## config.mk

```make
export PLATFORM = sky130hd
export DESIGN_NAME = mem_arbiter
export DESIGN_NICKNAME = d
export VERILOG_FILES = /design/src/rtl/mem_arbiter.sv
export SDC_FILE = /design/constraint.sdc
export NUM_CORES = 1
export LEC_CHECK = 0
export CELL_PAD_IN_SITES_DETAIL_PLACEMENT = 2
export CELL_PAD_IN_SITES_GLOBAL_PLACEMENT = 2
export CORE_MARGIN = 2
export CORE_UTILIZATION = 25
export CTS_CLUSTER_DIAMETER = 120
export DETAILED_ROUTE_END_ITERATION = 6
export PLACE_DENSITY = 0.78
export SYNTH_ARGS = -nofsm -noshare
export SYNTH_HDL_FRONTEND = slang
export SYNTH_SLANG_ARGS = --single-unit
```

## constraint.sdc

```tcl
create_clock -name clk -period 1.95 [get_ports clk]
set_input_delay 0.195 -clock clk [delete_from_list [all_inputs] [get_ports clk]]
set_output_delay 0.195 -clock clk [all_outputs]
set_load 0.1 [all_outputs]
```

## src/rtl/mem_arbiter.sv

```systemverilog
// Two-way arbiter and access sequencer for the MEM-stage data memory port.
// It serves the CPU pipeline and an external loader/debug port, and guards EXT against starvation.
module mem_arbiter #(
    parameter int MEM_LAT      = 1,
    parameter int EXT_MAX_WAIT = 4
) (
    input  logic        clk,
    input  logic        rst_n,
    input  logic [2:0]  cpu_M,
    input  logic [31:0] cpu_addr,
    input  logic [31:0] cpu_wdata,
    output logic [31:0] cpu_rdata,
    output logic        cpu_stall,
    input  logic        ext_req,
    input  logic        ext_we,
    input  logic [31:0] ext_addr,
    input  logic [31:0] ext_wdata,
    output logic        ext_ack,
    output logic [31:0] ext_rdata,
    output logic [31:0] mem_addr,
    output logic [31:0] mem_wdata,
    output logic        mem_we,
    output logic        mem_re,
    input  logic [31:0] mem_rdata
);

    typedef enum logic [2:0] {
        S_IDLE,
        S_CPU_ACC,
        S_EXT_ACC,
        S_CPU_DONE,
        S_EXT_DONE
    } state_e;

    localparam logic [2:0] LAT_INIT = 3'(MEM_LAT);
    localparam logic [3:0] WAIT_MAX = 4'(EXT_MAX_WAIT);

    state_e      state_q, state_d;
    logic [2:0]  lat_cnt_q, lat_cnt_d;
    logic [3:0]  ext_wait_q, ext_wait_d;
    logic [31:0] mem_addr_q, mem_addr_d;
    logic [31:0] mem_wdata_q, mem_wdata_d;
    logic        mem_we_q, mem_we_d;
    logic        mem_re_q, mem_re_d;
    logic [31:0] cpu_rdata_q, cpu_rdata_d;
    logic [31:0] ext_rdata_q, ext_rdata_d;

    logic cpu_req;
    logic grant_ext;
    logic unused_m2;

    assign cpu_req   = cpu_M[1] | cpu_M[0];
    assign unused_m2 = cpu_M[2];
    // EXT wins when it is alone, or when it has already lost EXT_MAX_WAIT CPU grants.
    assign grant_ext = ext_req && (!cpu_req || (ext_wait_q == WAIT_MAX));

    // NOTE: every variable gets its hold value first, so no path through the case infers a latch.
    always_comb begin
        state_d     = state_q;
        lat_cnt_d   = lat_cnt_q;
        ext_wait_d  = ext_wait_q;
        mem_addr_d  = mem_addr_q;
        mem_wdata_d = mem_wdata_q;
        mem_we_d    = mem_we_q;
        mem_re_d    = mem_re_q;
        cpu_rdata_d = cpu_rdata_q;
        ext_rdata_d = ext_rdata_q;

        unique case (state_q)
            S_IDLE: begin
                if (grant_ext) begin
                    mem_addr_d  = ext_addr;
                    mem_wdata_d = ext_wdata;
                    mem_we_d    = ext_we;
                    mem_re_d    = !ext_we;
                    lat_cnt_d   = LAT_INIT;
                    ext_wait_d  = 4'd0;
                    state_d     = S_EXT_ACC;
                end else if (cpu_req) begin
                    mem_addr_d  = cpu_addr;
                    mem_wdata_d = cpu_wdata;
                    // Both bits set is a write, never a read.
                    mem_we_d    = cpu_M[1];
                    mem_re_d    = cpu_M[0] & ~cpu_M[1];
                    lat_cnt_d   = LAT_INIT;
                    state_d     = S_CPU_ACC;
                    if (ext_req && (ext_wait_q < WAIT_MAX)) begin
                        ext_wait_d = ext_wait_q + 4'd1;
                    end
                end
            end
            S_CPU_ACC: begin
                lat_cnt_d = lat_cnt_q - 3'd1;
                if (lat_cnt_q == 3'd1) begin
                    if (mem_re_q) begin
                        cpu_rdata_d = mem_rdata;
                    end
                    mem_we_d = 1'b0;
                    mem_re_d = 1'b0;
                    state_d  = S_CPU_DONE;
                end
            end
            S_EXT_ACC: begin
                lat_cnt_d = lat_cnt_q - 3'd1;
                if (lat_cnt_q == 3'd1) begin
                    if (mem_re_q) begin
                        ext_rdata_d = mem_rdata;
                    end
                    mem_we_d = 1'b0;
                    mem_re_d = 1'b0;
                    state_d  = S_EXT_DONE;
                end
            end
            S_CPU_DONE: state_d = S_IDLE;
            S_EXT_DONE: state_d = S_IDLE;
            default:    state_d = S_IDLE;
        endcase
    end

    // NOTE: sequential state uses non-blocking assignments so every flop samples pre-edge values.
    always_ff @(posedge clk or negedge rst_n) begin
        if (!rst_n) begin
            state_q     <= S_IDLE;
            lat_cnt_q   <= 3'd0;
            ext_wait_q  <= 4'd0;
            mem_addr_q  <= 32'd0;
            mem_wdata_q <= 32'd0;
            mem_we_q    <= 1'b0;
            mem_re_q    <= 1'b0;
            cpu_rdata_q <= 32'd0;
            ext_rdata_q <= 32'd0;
        end else begin
            state_q     <= state_d;
            lat_cnt_q   <= lat_cnt_d;
            ext_wait_q  <= ext_wait_d;
            mem_addr_q  <= mem_addr_d;
            mem_wdata_q <= mem_wdata_d;
            mem_we_q    <= mem_we_d;
            mem_re_q    <= mem_re_d;
            cpu_rdata_q <= cpu_rdata_d;
            ext_rdata_q <= ext_rdata_d;
        end
    end

    // Stall drops only in CPU_DONE, so the pipeline advances on the edge that leaves it.
    assign cpu_stall = cpu_req && (state_q != S_CPU_DONE);
    assign ext_ack   = (state_q == S_EXT_DONE);
    assign mem_addr  = mem_addr_q;
    assign mem_wdata = mem_wdata_q;
    assign mem_we    = mem_we_q;
    assign mem_re    = mem_re_q;
    assign cpu_rdata = cpu_rdata_q;
    assign ext_rdata = ext_rdata_q;

endmodule

```

=== Yosys cells after proc, flatten, opt, wreduce, memory -nomap -nowiden ===
Index checks and enable logic that the tools add are counted.

* Register bits: 140
* Bits of input ports: 167
* Output and inout bits: 132
* Word-level logic and storage cells: 64

* Add/subtract/negate cells: 2
* $lt $le $gt $ge: 1
* Eq/ne operators: 10
* Multiplexer cells: 21
* Bitwise gates (word level): 3
* Reductions and logical operators: 18

{| class="wikitable"
|+ Operators with widths
! kind !! number
|-
| $mux 32 || 4
|-
| $mux 3 || 5
|-
| $reduce_and 3->1 || 5
|-
| $mux 4 || 3
|-
| $pmux 3 s3 || 1
|-
| $eq 3x1->1 const B || 2
|-
| $pmux 3 s2 || 1
|-
| $reduce_bool 2->1 || 3
|-
| $mux 1 || 5
|-
| $add 4x1->4 const B || 1
|-
| $eq 4x3->1 const B || 1
|-
| $lt 4x3->1 const B || 1
|-
| $ne 2x2->1 const B || 2
|-
| $pmux 1 s2 || 2
|-
| $reduce_and 2->1 || 2
|-
| $eq 3x2->1 const B || 1
|-
| $eq 3x3->1 const B || 1
|-
| $logic_and 1x1->1 || 3
|-
| $logic_not 3->1 || 1
|-
| $ne 3x2->1 const B || 1
|-
| $ne 3x3->1 const B || 1
|-
| $sub 3x1->3 const B || 1
|-
| $logic_not 1->1 || 2
|-
| $ne 2x1->1 const B || 1
|-
| 5 further kinds || 5
|}

=== Logic depth before layout (Yosys ltp) ===
* Depth after elaboration: 6
* Mapped depth: 8

=== Worst setup path before layout ===
Ideal clock, no wire load.

* Kind: reg2out
* From: register state_q[0]
* To: output port ext_ack
* Arrival: 2634 ps
* Data required time: 1755 ps
* Path slack: -879 ps
* Stages on the path, launching flop included: 3
* Path through: dfrtp_1 > buf_2 > nor3_1

* Longest elaborated chain between the ends: 1

{| class="wikitable"
|+ RTL lines
! item !! line !! source
|-
| from (decl) || 38 || <nowiki>state_e state_q, state_d;</nowiki>
|-
| from (signal assigned) || 133 || <nowiki>state_q <= state_d;</nowiki>
|-
| $eq 3x3->1 || 147 || <nowiki>assign ext_ack = (state_q == S_EXT_DONE);</nowiki>
|-
| to (decl) || 18 || <nowiki>output logic ext_ack,</nowiki>
|}

Every way passes these cells.

=== Worst setup path after layout ===
* From: register ext_wait_q[0]
* To: register mem_addr_q[25], in the netlist mem_addr[25]

* Longest elaborated chain between the ends: 5

{| class="wikitable"
|+ RTL lines
! item !! line !! source
|-
| from (decl) || 40 || <nowiki>logic [3:0] ext_wait_q, ext_wait_d;</nowiki>
|-
| from (signal assigned) || 135 || <nowiki>ext_wait_q <= ext_wait_d;</nowiki>
|-
| $eq 4x3->1 * || 55 || <nowiki>assign grant_ext = ext_req && (!cpu_req || (ext_wait_q == WAIT_MAX));</nowiki>
|-
| $logic_or 1x1->1 * || 55 ||
|-
| $logic_and 1x1->1 * || 55 ||
|-
| $reduce_bool 2->1 (no source line) || n/a ||
|-
| $reduce_and 2->1 (no source line) || n/a ||
|-
| to (signal assigned) || 136 || <nowiki>mem_addr_q <= mem_addr_d;</nowiki>
|-
| to (decl) || 41 || <nowiki>logic [31:0] mem_addr_q, mem_addr_d;</nowiki>
|}

Every way passes the cells marked *; elsewhere a longest branch is shown, timed or not.
A chain may end at the register's enable or synchronous reset.

==> impl_results.md <==
- Status: completed
- Final Skew: 0.0144 ns
- First-pass GRT wire length: 32,200 um
- # port buffers: 297
- RSZ-0062 raised after global routing: false
- First-pass DRT Iterations: 3
- Time the worst path needs with I/O delays and setup: 1.85 ns
- Final ANT Viol Nets: 0
- Synth Area per Inst: 12.8 um^2
- Max Slew Vio Count: 0
- Syn_nets: 656
- CTS Buf Count: 17
- XOR/XNOR Fraction of Synth Area: 0.283%
- Drt drc: 0
- Setup WS post-layout: 0.0979 ns
- Worst R2R Setup Slack: 0.1 ns
- Setup TNS Final: 0 ns
- Via Count: 5,044
- Clock transition at the registers of the reported paths: 0.06 ns
- # fillers: 2,517
- Hpwl dp: 16,100 um
- CTS Sinks: 140
- Vias in the first global route: 5,590
- Gp weighted congestion: 0.759
- Synth Area in Compound Gates: 7.09%
- Adder-cell area share of the yosys netlist: 0.808%
- Synth top area share: 56.6%
- Synth area leader: dfrtp_1
- Setup violations, final: 0
- Hold Vio Cnt, Final: 0
- Critical-path cell list: inv_1 -> ha_2 -> nand4b_1 -> a21boi_4 -> buf_4 -> buf_12 -> mux2i_1 -> o21ai_1
- Yosys reg bits: 140
- Worst-path fanout max: 14
- Die width: 161 um
- Simple logic cell fraction of the synthesized area: 7.11%
- Diodes inserted: 0
- CTS tree: built
- Fin nets: 976
- Critical Path AT: 2.15 ns
- Area contributors post-synth: dfrtp_1 (57%), mux2i_1 (10%), mux2_4 (7.8%)
- Worst setup EP type: flip-flop
- Initial antenna violation count: 0
- CTS H-Tree Depth: 4
- Post-synth ARST share: 100%
- Gate Count Post-Synth: 485
- Num ports: 299
- Share of cells above drive strength 1: 34.1%
- Crit start category: flip-flop
- Worst path max stage delay: 0.38 ns
- Critical path class: reg -> reg
- Total grt overflow: 0
- Largest family of logic cells by synthesized area: multiplexers
- # rows: 57
- Slowest stage cell, crit path: dfrtp_1
- Setup slack at placement: -0.0430 ns
- Worst skew pair latency: 0.43 ns
- EDFF count, synth: 0
- Area growth syn-to-layout: 62.2%
- Most frequent cell after synthesis: dfrtp_1
- Tcrit/Tclk final: 95.0%
- Worst EP required: 2.25 ns
- Fmax: 540 MHz
- Largest net degree at the start of global routing: 56
- Distinct cell type count after synthesis: 36
- Synthesis Warnings: 0
- Sequential-to-total area share from yosys stat: 56.6%
- DR vias/cell: 4.42
- WL final: 20,900 um
- CTS Buffer Depth: 2
- GRT Util Overall: 16.2%
- Die Ht: 161 um
- Max transition margin: 69.8%
- CTS root buffer: clkbuf_16
- Core area: 24,300 um^2
- Synth Flop Type: dfrtp_1
- Mapped Area: 6190 um^2
- Measured slew at the worst slew-check pin: 0.453 ns
- List of most frequent post-synthesis cells: dfrtp_1 (140), nand2_1 (68), mux2i_1 (64)
- Tightest Hold Check Type: in -> async
- Initial DRC Count: 104
- WL/cell: 18.3 um
- Initial core utilization: 25.5%
- Mux share of post-synthesis cell area: 24.3%
- DIE AREA: 26,000 um^2
- Max Cap Viol: 0
[metrics by stage]
step	hold slack [ns]	cells	cell area (um^2)	util [%]
finish	0.298	1142	10000	41.3
global route	0.311	1142	10000	41.3
CTS	0.275	1135	9960	41.0
detailed placement	0.161	1102	9400	38.6
global placement	0.162	1102	9400	38.6
floorplan	-0.101	485	6200	-
[final cells by class]
| cell class | instances | area [um^2] | share of cell area (%) |
|---|---|---|---|
| Clock buffer | 18 | 429 | 4.27 |
| Clock inverter | 14 | 128 | 1.27 |
| Inverter | 6 | 22.5 | 0.224 |
| Multi-Input combinational cell | 309 | 2500 | 24.9 |
| Sequential cell | 140 | 3500 | 34.9 |
| Tap cell | 324 | 405 | 4.04 |
| Timing Repair Buffer | 331 | 3060 | 30.4 |
[worst max-delay path: cells and delay by family, from the launching register on]
kind                     cells  cell delay, ns
AO/OA/AOI/OAI                2            0.36
multiplexers                 1            0.29
AND/OR/NAND/NOR              1            0.12
adder cells (fa/ha/maj)      1            0.19
flip-flops                   1            0.38
buffers and inverters        3            0.38
[state kept, by name, indices dropped and copies added (netlist names)]
signal and flops:
ext_rdata 32, cpu_rdata 32, lat_cnt_q 3, mem_we 1, mem_addr 32, ext_wait_q 4, mem_re 1, state_q 3
mem_wdata 32
[cells by family (layout without fill, tap and decap cells)]
| logic type | after synthesis | in the layout |
|---|---|---|
| compound gates | 81 | 81 |
| buf+inv | 36 | 369 |
| xor+xnor | 2 | 2 |
| mux | 130 | 130 |
| fa+ha+maj | 4 | 4 |
| flops | 140 | 140 |
| simple gates | 92 | 92 |
[worst paths after layout]
kind / start / to / depth (start not counted)
worst max-delay path: ext_wait_q[0] / mem_addr[25] / 8
worst min-delay path: rst_n / cpu_rdata[1] / 2
worst max register to register: ext_wait_q[0] / mem_addr[25] / 8
worst min register to register: mem_wdata[17] / mem_wdata[17] / 2
max in group asynchronous: rst_n / ext_rdata[17] / 3
min in group clk: ext_addr[10] / mem_addr[10] / 3
[routing by layer]
| layer | part of all wire, % | vias up | track usage [%] | routed length (um) |
|---|---|---|---|---|
| met4 | 1.4 | 0 | 4.71 | 285 |
| met3 | 9.1 | 16 | 6.29 | 1900 |
| met2 | 49 | 225 | 27.8 | 10300 |
| met1 | 40 | 2469 | 18.7 | 8390 |
| li1 | - | 2334 | - | - |
| met5 | 0 | - | 0 | 0 |
[what timing repair did]
item                                   4_1_cts  5_1_grt
hold buffers                                 1        0
buffers inserted                             0        7
resized for setup                            0       11
endpoints found under the hold margin       41        0
setup endpoints to repair                    0       44
[placed cells by master, fill, tap and decap left out, types with 2 or more instances in the layout]
cell type and count:
inv_8 4, nor2b_1 4, nor2_1 7, clkinvlp_4 4, mux2_2 34, buf_12 12
mux2i_2 5, inv_6 4, nand4b_4 2, mux2_4 32, dfrtp_1 140, buf_4 152
nand2_1 68, nor3_1 2, a21oi_1 3, o21ai_1 33, mux2i_1 59, clkbuf_16 17
ha_1 3, buf_6 2, o21ai_0 34, clkinv_4 2, o31ai_1 2, inv_1 6
clkdlybuf4s50_1 164, a31oi_1 2
Power is not shown: default switching activity piles up to over one toggle a cycle in this logic, so the estimate is an artifact.
